`src/rtl/pc_sequencer.sv`:
```
// Fetch-side next-PC generator with a circular return-address stack.
// Arbitrates execute branches, decode jump/call/ret, loop redirects and stalls.
module pc_sequencer #(
    parameter int              WIDTH     = 16,
    parameter int              RAS_DEPTH = 4,
    parameter logic [WIDTH-1:0] RESET_PC = '0,
    parameter int              JMP_BITS  = 9
) (
    input  logic                         clk,
    input  logic                         rst,
    input  logic                         stall,
    input  logic                         branch_taken,
    input  logic [WIDTH-1:0]             branch_target,
    input  logic                         jump,
    input  logic                         call,
    input  logic                         ret,
    input  logic [JMP_BITS-1:0]          jump_field,
    input  logic                         loop_taken,
    input  logic [WIDTH-1:0]             loop_target,
    output logic [WIDTH-1:0]             pc_out,
    output logic                         redirect,
    output logic [$clog2(RAS_DEPTH):0]   ras_count,
    output logic                         ras_overflow,
    output logic                         ras_underflow
);

    localparam int PW = $clog2(RAS_DEPTH);
    localparam int CW = PW + 1;

    logic [WIDTH-1:0] pc_q, pc_d;
    logic [WIDTH-1:0] pc_inc, jmp_tgt, ras_top;
    logic [PW-1:0]    ptr_q, ptr_d;
    logic [CW-1:0]    count_q, count_d;
    logic             ovf_q, ovf_d;
    logic             unf_q, unf_d;
    logic             redir_q, redir_d;
    logic             push;
    logic             ras_full, ras_empty;
    logic [WIDTH-1:0] ras_q [RAS_DEPTH];

    assign pc_inc    = pc_q + 1'b1;
    assign jmp_tgt   = {pc_q[WIDTH-1:JMP_BITS], jump_field};
    assign ras_full  = (count_q == CW'(RAS_DEPTH));
    assign ras_empty = (count_q == '0);
    // ptr points at the next free slot; it wraps onto the oldest entry when full
    assign ras_top   = ras_q[ptr_q - 1'b1];

    always_comb begin
        pc_d    = pc_q;
        ptr_d   = ptr_q;
        count_d = count_q;
        ovf_d   = ovf_q;
        unf_d   = unf_q;
        redir_d = 1'b0;
        push    = 1'b0;
        if (branch_taken) begin
            pc_d    = branch_target;
            redir_d = 1'b1;
        end else if (stall) begin
            pc_d = pc_q;
        end else if (ret) begin
            if (!ras_empty) begin
                pc_d    = ras_top;
                ptr_d   = ptr_q - 1'b1;
                count_d = count_q - 1'b1;
                redir_d = 1'b1;
            end else begin
                pc_d  = pc_inc;
                unf_d = 1'b1;
            end
        end else if (call) begin
            push    = 1'b1;
            ptr_d   = ptr_q + 1'b1;
            pc_d    = jmp_tgt;
            redir_d = 1'b1;
            if (ras_full) begin
                ovf_d = 1'b1;
            end else begin
                count_d = count_q + 1'b1;
            end
        end else if (jump) begin
            pc_d    = jmp_tgt;
            redir_d = 1'b1;
        end else if (loop_taken) begin
            pc_d    = loop_target;
            redir_d = 1'b1;
        end else begin
            pc_d = pc_inc;
        end
    end

    always_ff @(posedge clk) begin
        if (rst) begin
            pc_q    <= RESET_PC;
            ptr_q   <= '0;
            count_q <= '0;
            ovf_q   <= 1'b0;
            unf_q   <= 1'b0;
            redir_q <= 1'b0;
        end else begin
            pc_q    <= pc_d;
            ptr_q   <= ptr_d;
            count_q <= count_d;
            ovf_q   <= ovf_d;
            unf_q   <= unf_d;
            redir_q <= redir_d;
        end
    end

    // Entry contents need no reset; only the pointer and count are reset
    always_ff @(posedge clk) begin
        if (!rst && push) begin
            ras_q[ptr_q] <= pc_inc;
        end
    end

    assign pc_out        = pc_q;
    assign redirect      = redir_q;
    assign ras_count     = count_q;
    assign ras_overflow  = ovf_q;
    assign ras_underflow = unf_q;

endmodule
```
`config.mk`:
```
export PLATFORM = sky130hd
export DESIGN_NAME = pc_sequencer
export DESIGN_NICKNAME = d
export VERILOG_FILES = /design/src/rtl/pc_sequencer.sv
export SDC_FILE = /design/constraint.sdc
export NUM_CORES = 1
export LEC_CHECK = 0
export ABC_AREA = 1
export BUFFER_PORTS_ARGS = -buffer_cell sky130_fd_sc_hd__buf_2
export CORE_ASPECT_RATIO = 1.5
export CORE_UTILIZATION = 57
export CTS_CLUSTER_DIAMETER = 120
export DETAILED_ROUTE_END_ITERATION = 6
export GPL_ROUTABILITY_DRIVEN = 0
export HOLD_SLACK_MARGIN = 0.02
export PLACE_DENSITY = 0.84
export SLEW_MARGIN = 10
export SYNTH_ARGS = -nofsm -noshare
export SYNTH_HDL_FRONTEND = slang
export SYNTH_SLANG_ARGS = --single-unit
```
`constraint.sdc`:
```
create_clock -name clk -period 3 [get_ports clk]
set_clock_uncertainty 0.05 [all_clocks]
set_input_delay 0.9 -clock clk [delete_from_list [all_inputs] [get_ports clk]]
set_output_delay 0.9 -clock clk [all_outputs]
set_load 0.01 [all_outputs]
```
==> results of run 1 <==
worst min-delay path, cell delays in order, from the launching register on:
cell and delay [ps]:
dfxtp_1 340, nand2_1 50, o21ai_0 50
stage by stage:
step | setup slack, ps | hold slack [ps]
floorplan | 455.5 | 445.8
global placement | 603.6 | 406.6
detailed placement | 583.4 | 403.1
CTS | 899.3 | 418.7
global route | 718.8 | 450.0
finish | 843.7 | 423.4
cells in the final DEF, fill, tap and decap left out, types with 6 or more instances in the layout:
master     count
clkbuf_16      9
o21ai_0       50
buf_4          9
nand4_1        6
a21oi_1       42
o211ai_1       6
nand2_1      155
xor2_1         6
dfxtp_1       24
inv_1         46
nor2_1        68
o22ai_1        8
nor2_2         6
nand3_1       17
edfxtp_1      64
buf_2         70
layer usage:
layer  part of all wire [%]  up-vias
li1                       -     1955
met1                     39     1829
met2                     49      223
met3                    7.1       38
met4                    4.3        0
met5                      0        -
logic make-up after synthesis:
group	after synthesis
AO/OA/AOI/OAI	112
buffers and inverters	71
flip-flops	88
AND/OR/NAND/NOR	265
XOR/XNOR	8
adder cells (fa/ha/maj)	6
path summary, 6_finish.rpt:
check / slack [ps] / startpoint / cells past startpoint / end
setup / recovery: 840 / ptr_q[1] / 10 / pc_out[7]
hold / removal: 420 / ras_overflow / 2 / ras_overflow
hold reg to reg: 420 / ras_overflow / 2 / ras_overflow
setup reg to reg: 840 / ptr_q[1] / 10 / pc_out[7]
power by group through the flow:
stage | sequential (mW) | combinational [mW] | clock (mW)
CTS | 1.38 | 0.420 | 1.04
global placement | 1.40 | 0.401 | 0
floorplan | 1.41 | 0.268 | 0
detailed placement | 1.40 | 0.414 | 0
global route | 1.38 | 0.472 | 1.08
finish | 1.38 | 0.427 | 1.03
state kept, by name, summed over array words and instances (netlist names):
signal / cells
ras_q: 64
pc_out: 16
ras_count: 3
ptr_q: 2
ras_overflow: 1
ras_underflow: 1
redirect: 1
area by class of cell:
| type | instances | area share, % |
|---|---|---|
| tap | 102 | 2.426 |
| clock buffer | 12 | 4.685 |
| sequential | 88 | 45.66 |
| inverter | 50 | 3.567 |
| multi-input combinational | 391 | 35.17 |
| clock inverter | 4 | 0.5470 |
| timing repair buffer | 79 | 7.943 |
==> metrics.yaml, run 1 <==
synth:
  synth_compound_area_share_pct: 13.19
  synth_commonest_cells: "155 x nand2_1, 68 x nor2_1, 64 x edfxtp_1"
  synth_fa_ha_area_share_pct: 1.809
  synth_cells: 550
  netlist.area_leader.share_pct: 42.11
  synthesis.area_sq_um: 4564
  yosysMostFrequentCell: "nand2_1"
  synth_edf_count: 64
  yosysWarnings: 0
  ys_async_sr_fraction_pct: 0
  synthDistinctLibCells: 34
  synth.ff_latch_count: 88
  synth_top_family_by_area: "simple AND/OR/NAND/NOR gates"
  synth_area_leaders: "edfxtp_1 42%, nand2_1 13%, dfxtp_1 11%"
  synth_ff_type: "edfxtp_1"
  synth_xor_area_share_pct: 1.535
  postSynthAreaPerCell_sq_um: 8.299
  yosysSeqAreaShare_pct: 52.63
  synth_fp_nets: 605
  synthSimpleGateAreaFrac_pct: 24.01
  synthMuxAreaShare_pct: 0
  yosysTopAreaCell: "edfxtp_1"
detailed_routing:
  vias_per_cell: 5.572
  wirelength_mm: 10.96
  drc: 0
  vias: 4045
  firstDrtPassIters: 5
  postRouteAntennaNets: 0
  wire_per_inst_um: 15.10
  drt-initial-drc-count: 373
pwr:
  power_frac_clock_pct: 36.4
  p_int_mw: 2.075
  power_frac_comb_pct: 15.0
  p_sw_share_pct: 26.91
  power_leakage_nw: 2.233
  power.total_mw: 2.839
  vdd_ir_drop_max_mv: 0.4451
  pwr-share-seq_pct: 48.6
  power_density_nw_per_um2: 539.6
  p_switching_mw: 0.7640
finish:
  syn_to_final_growth_pct: 15.27
  nets: 674
  design_area_sq_um: 5261
  drive_gt1_share_pct: 18.27
  regArea_sq_um: 2402
  antennaDiodeCount: 0
  utilization_pct: 68.24
  nFillCells: 625
  multiInputGateArea_sq_um: 1851
  final_cells: 726
placed_design:
  place_area_sq_um: 4986
  io_buffer_count: 70
  placedCellCount: 710
  dp_hpwl_mm: 7.956
timing:
  hold_viol: 0
  slew_headroom_pct: 67.37
  setup_violations: 0
  rsz0062_at_grt: "no"
  period_share_pct: 71.88
  fin_tns_setup_ps: 0
  slew_violations: 0
  fmax_mhz: 463.8
  final.min_clock_period_ps: 2156
  tightest_slew_ps: 487.8
die:
  dieArea_sq_um: 8377
  die_x_um: 75.07
  core-area_sq_um: 7710
  start_util_pct: 59.20
  dieHeight_um: 111.6
  row_count: 39
  num_io_pins: 71
job:
  cap_violations: 0
clock_tree:
  insertion_delay_ps: 340
  cts_root_buffer: "clkbuf_16"
  postCtsSetupRepairBufs: 0
  numCtsBuffers: 9
  cts_tree: "done"
  cts_buffer_depth: 2
  htree_levels: 3
  cts_hold_buf: 0
  cts_resized: 0
  path_clk_slew_ps: 60
  clock-sinks: 88
setup_path:
  crit_chain: "inv_1 -> ha_1 -> buf_4 -> inv_1 -> o21ai_0 -> o22ai_1 -> nand2_1 -> nand3_1 -> nand2_1 -> a21oi_1"
  slowest_delay_ps: 380
  path_class: "reg -> reg"
  cp-end-kind: "flop"
  slowest_stage: "dfxtp_1"
  crit_fanout: 22
  cp.required_ps: 3230
  critPathTopFamily: "buffers and inverters"
  crit_buf_inv: 3
  arrival_ps: 2380
  critPathLaunchType: "flop"
global_routing:
  grtUsageMet3_pct: 4.344
  grt_max_degree: 40
  grt_pass1_vias: 3816
  use_met2_pct: 44.38
  top_usage_layer: "met2"
  grt_use_total_pct: 28.78
  grt_overflow: 0
  antenna_found_initial: 0
  use_met1_pct: 37.26
  grt_pass1_wl_mm: 17.80
run_status:
  outcome: "complete, no violations"
worst_hold_path:
  hold_path_class: "reg -> reg"
Note: power is estimated with default switching activity, not from simulation.
==> inputs of run 2 (changes only) <==
clock period = 2.2 ns   (was 3 ns; I/O delays follow)
==> metrics.yaml, run 2 (synthesized netlist as in run 1, its figures left out) <==
run_status:
  outcome: "complete, no violations"
detailed_routing:
  drt-initial-drc-count: 403  # +8.0%
  wirelength_mm: 11.79  # +7.6%
  vias_per_cell: 5.627  # +0.99%
  vias: 4158  # +2.8%
  firstDrtPassIters: 5  # unchanged
  postRouteAntennaNets: 0  # unchanged
  wire_per_inst_um: 15.96  # +5.7%
  drc: 0  # unchanged
die:
  core-area_sq_um: 7710  # unchanged
  die_x_um: 75.07  # unchanged
  num_io_pins: 71  # unchanged
  row_count: 39  # unchanged
  dieHeight_um: 111.6  # unchanged
  start_util_pct: 59.20  # unchanged
  dieArea_sq_um: 8377  # unchanged
timing:
  fmax_mhz: 506.0  # +9.1%
  worst_slack_ps: 223.8  # -620.0 ps
  hold_viol: 0  # unchanged
  slew_violations: 0  # unchanged
  setup_violations: 0  # unchanged
  worst_hold_slack_ps: 414.9  # -8.463 ps
  final.min_clock_period_ps: 1976  # -180.0 ps
  tightest_slew_ps: 474.0  # -13.73 ps
  period_share_pct: 89.83  # +18 points
  slew_headroom_pct: 68.29  # +0.92 points
  rsz0062_at_grt: "no"
global_routing:
  grt_pass1_vias: 4122  # +8.0%
  grt_pass1_wl_mm: 19.33  # +8.6%
  antenna_found_initial: 0  # unchanged
  grt_overflow: 0  # unchanged
  grt_max_degree: 40  # unchanged
  grt_use_total_pct: 31.21  # +2.4 points
job:
  cap_violations: 0  # unchanged
finish:
  nets: 687  # +1.9%
  final_cell_mix: "155 x nand2_1, 70 x buf_2, 68 x nor2_1, 64 x edfxtp_1, 50 x o21ai_0"
  antennaDiodeCount: 0  # unchanged
  drive_gt1_share_pct: 20.09  # +1.8 points
  largest_reg_flops: 64  # unchanged
  nFillCells: 600  # -4.0%
  final_common_cell: "nand2_1"
  syn_to_final_growth_pct: 18.17
  top_register: "ras_q"
clock_tree:
  htree_levels: 3  # unchanged
  cts_hold_buf: 0  # unchanged
  numCtsBuffers: 9  # unchanged
  clock-sinks: 88  # unchanged
  cts_root_buffer: "clkbuf_16"
  insertion_delay_ps: 340  # about the same
  path_clk_slew_ps: 60  # about the same
  postCtsSetupRepairBufs: 0  # unchanged
  cts_tree: "done"
  cts_resized: 0  # unchanged
  cts_buffer_depth: 2  # unchanged
pwr:
  power_frac_clock_pct: 38.8  # +2.4 points
  p_switching_mw: 1.054  # +38%
  p_int_mw: 3.017  # +45%
  power_leakage_nw: 2.325  # +4.1%
  pwr-share-seq_pct: 46.2  # -2.4 points
  p_sw_share_pct: 25.88  # -1.0 points
  power_density_nw_per_um2: 754.7  # +40%
  power_frac_comb_pct: 14.9  # about the same
  vdd_ir_drop_max_mv: 0.5996  # +35%
placed_design:
  io_buffer_count: 70  # unchanged
  preCtsSetupSlack_ps: 168.5  # -414.9 ps
  dp_hpwl_mm: 8.477  # +6.5%
setup_path:
  critPathLaunchType: "flop"
  cp.required_ps: 2420  # -810 ps
  path_class: "reg -> reg"
  r2r_cells: 9  # -1
  crit_fanout: 6  # -73%
  cp-end-kind: "flop"
  arrival_ps: 2190  # -190 ps
worst_hold_path:
  hold-path-cell-count: 2  # unchanged
  hold_path_class: "reg -> reg"
==> run 2: cell types whose count changed in the layout (fill, tap and decap cells not counted), sizes merged <==
cell and delta:
bufinv +1, inv -1, clkinvlp -2, clkbuf +1
clkinv +1, buf +13
==> run 2: final timing paths <==
path	slack, ps	end	start
max	220	pc_out[8]	pc_out[0]
min	410	ras_overflow	ras_overflow
max reg2reg	220	pc_out[8]	pc_out[0]
min reg2reg	410	ras_overflow	ras_overflow
==> run 2: worst max-delay path, cell delays in order (launching register included) <==
cell and delay, ps:
dfxtp_1 420, ha_1 260, nand2_1 80, nor2_2 210, nand2_1 100, xor2_1 410, nand2_1 90, nand3_1 100
nand2_1 50, a21oi_1 130
==> run 2: cell type report <==
cell class / count / area, sq um / share of cell area [%]
clock buffer: 13 / 270.3 / 5.010
clock inverter: 3 / 40.04 / 0.7423
inverter: 50 / 187.7 / 3.479
multi-input combinational: 391 / 1851 / 34.31
sequential: 88 / 2402 / 44.54
tap: 102 / 127.6 / 2.366
timing repair buffer: 92 / 515.5 / 9.557
==> run 2: through the flow <==
| step | area, sq um | TNS, ps | std cells | util, % | total power, mW |
|---|---|---|---|---|---|
| 2_1_floorplan | 4564 | -6686 | 550 | - | 2.286 |
| 3_3_place_gp | 5084 | 0 | 723 | 65.94 | 2.483 |
| 3_5_place_dp | 5084 | 0 | 723 | 65.94 | 2.502 |
| 4_1_cts | 5394 | 0 | 739 | 69.96 | 4.062 |
| 5_1_grt | 5394 | 0 | 739 | 69.96 | 4.208 |
| 6_report | 5394 | 0 | 739 | 69.96 | 4.071 |
==> run 2: layer usage <==
metal	global-route usage (%)	vias to the layer above	part of all wire [%]
met5	0	-	0
met4	20.63	0	4.8
met3	7.240	45	8.2
met2	49.55	240	50
met1	36.78	1891	37
li1	-	1982	-
==> run 2: power groups by stage <==
stage | Sequential (mW) | Clock [mW] | Combinational (mW)
floorplan | 1.92 | 0 | 0.365
global placement | 1.91 | 0 | 0.570
detailed placement | 1.91 | 0 | 0.588
CTS | 1.88 | 1.58 | 0.598
global route | 1.89 | 1.65 | 0.669
finish | 1.88 | 1.58 | 0.608
==> inputs of run 3 (changes only) <==
GPL_TIMING_DRIVEN = 0   (was unset)
TNS_END_PERCENT = 50   (was unset)
==> metrics.yaml, run 3 (synthesized netlist as in run 1, its figures left out) <==
worst_hold_path:
  min_from: "ras_overflow"
  hold-path-cell-count: 2  # unchanged
  whs_endpoint: "ras_overflow"
  hold_path_class: "reg -> reg"
setup_path:
  cp-startpoint: "ptr_q[0]"
  timing.rr.start: "ptr_q[0]"
  crit_fanout: 20  # +14
  cp-end-kind: "flop"
  r2r_cells: 11  # +2
  cp.required_ps: 2420  # about the same
  path_class: "reg -> reg"
  critPathLaunchType: "flop"
  arrival_ps: 2220  # +30 ps
  r2r_slack_ps: 200  # -20 ps
  worstReg2RegEnd: "pc_out[7]"
timing:
  period_share_pct: 90.88  # +1.0 points
  slew_headroom_pct: 65.46  # -2.8 points
  final.min_clock_period_ps: 1999  # +23.04 ps
  fin_tns_setup_ps: 0  # unchanged
  slew_violations: 0  # unchanged
  setup_violations: 0  # unchanged
  rsz0062_at_grt: "no"
  tightest_slew_ps: 518.1  # +44.05 ps
  fmax_mhz: 500.2  # -1.2%
  hold_viol: 0  # unchanged
  worst_hold_slack_ps: 426.3  # +11.36 ps
die:
  row_count: 39  # unchanged
  die_x_um: 75.07  # unchanged
  start_util_pct: 59.20  # unchanged
  num_io_pins: 71  # unchanged
  dieHeight_um: 111.6  # unchanged
  core-area_sq_um: 7710  # unchanged
  dieArea_sq_um: 8377  # unchanged
global_routing:
  grt_overflow: 0  # unchanged
  grt_pass1_wl_mm: 18.86  # -2.5%
  antenna_found_initial: 0  # unchanged
  grt_pass1_vias: 4050  # -1.7%
  grt_use_total_pct: 30.56  # -0.65 points
  grt_max_degree: 16  # -60%
finish:
  top_register: "ras_q"
  final_cell_mix: "155 x nand2_1, 77 x buf_2, 64 x nor2_1, 64 x edfxtp_1, 50 x o21ai_0"
  drive_gt1_share_pct: 21.98  # +1.9 points
  design_area_sq_um: 5495  # +1.9%
  antennaDiodeCount: 0  # unchanged
  largest_reg_flops: 64  # unchanged
  final_common_cell: "nand2_1"
  syn_to_final_growth_pct: 20.39
  nFillCells: 584  # -2.7%
  nets: 696  # +1.3%
clock_tree:
  cts_tree: "done"
  cts_buffer_depth: 2  # unchanged
  htree_levels: 3  # unchanged
  clock-sinks: 88  # unchanged
  path_clk_slew_ps: 70  # about the same
  numCtsBuffers: 9  # unchanged
  cts_root_buffer: "clkbuf_16"
  insertion_delay_ps: 330  # about the same
pwr:
  power_density_nw_per_um2: 714.8  # -5.3%
  power_leakage_nw: 2.356  # +1.3%
  vdd_ir_drop_max_mv: 0.5520  # -7.9%
detailed_routing:
  wire_per_inst_um: 15.63  # -2.1%
  postRouteAntennaNets: 0  # unchanged
  drt-initial-drc-count: 493  # +22%
  drc: 0  # unchanged
  firstDrtPassIters: 5  # unchanged
  vias: 4113  # -1.1%
  wirelength_mm: 11.69  # -0.86%
  vias_per_cell: 5.499  # -2.3%
placed_design:
  io_buffer_count: 69  # -1.4%
  place_area_sq_um: 5107  # +0.47%
  dp_hpwl_mm: 8.497  # +0.24%
run_status:
  outcome: "complete, no violations"
job:
  cap_violations: 0  # unchanged
run 3: changes by cell type in the layout (fill, tap and decap cells not counted), moves of 2 or more:
cell	before	now
buf_6	0	2
inv_6	0	2
buf_8	0	5
buf_2	70	77
nor2_2	6	10
clkinv_2	2	4
nor2_1	68	64
buf_4	22	10
run 3: report_power, final:
group          total, mW  switching [mW]  internal [mW]
registers           1.88          0.0504           1.83
clock network       1.39           0.622          0.766
logic              0.656           0.401          0.255
total               3.93            1.07           2.86
run 3: how the worst max path moves through the flow:
stage	endpoint	slack (ps)	depth (start not counted)
after floorplan	ras_q[0][0]	-100	4
after global placement	ras_q[2][13]	-740	4
after detailed placement	pc_out[7]	-610	13
after CTS	pc_out[2]	30	12
after global routing	pc_out[7]	20	11
final	pc_out[7]	200	11
run 3: what timing repair did:
action / CTS / global route
hold buffers: 0 / 0
setup endpoints to repair: 17 / 15
gates resized for setup: 16 / 1
buffers inserted: 1 / 6
pin swaps: 1 / 3
cloned: 1 / 1
run 3: critical path, stage by stage, from the launching register on:
cell,delay (ps)
dfxtp_4,380
inv_2,60
buf_4,250
ha_4,280
inv_2,100
clkbuf_8,150
o21ai_0,80
o22ai_1,210
nand2_1,90
nand3_1,110
nand2_1,60
a21oi_1,110
run 3: cell type report:
class,instances,area [sq um],area share [%]
Sequential cell,88,2406,43.78
Clock inverter,7,46.29,0.8424
Tap cell,102,127.6,2.322
Multi-Input combinational cell,391,1873,34.08
Timing Repair Buffer,82,490.5,8.925
Buffer,19,138.9,2.527
Clock buffer,9,225.2,4.098
Inverter,50,187.7,3.415
run 3: layer usage:
metal  track usage (%)  vias up  part of all wire, %
met5                 0        -                    0
met4             20.13        0                  4.9
met3             5.611       44                  5.3
met2             48.11      182                   50
met1             37.50     1878                   40
li1                  -     2009                    -
run 3: stage by stage:
stage	cells	power (mW)	setup slack (ps)	utilization (%)
after floorplan	550	2.286	-104.5	-
after global placement	721	2.483	-737.5	65.34
after detailed placement	725	2.507	-605.6	66.24
after CTS	743	3.901	32.14	70.64
after global routing	748	4.083	17.30	71.28
final	748	3.928	200.7	71.28
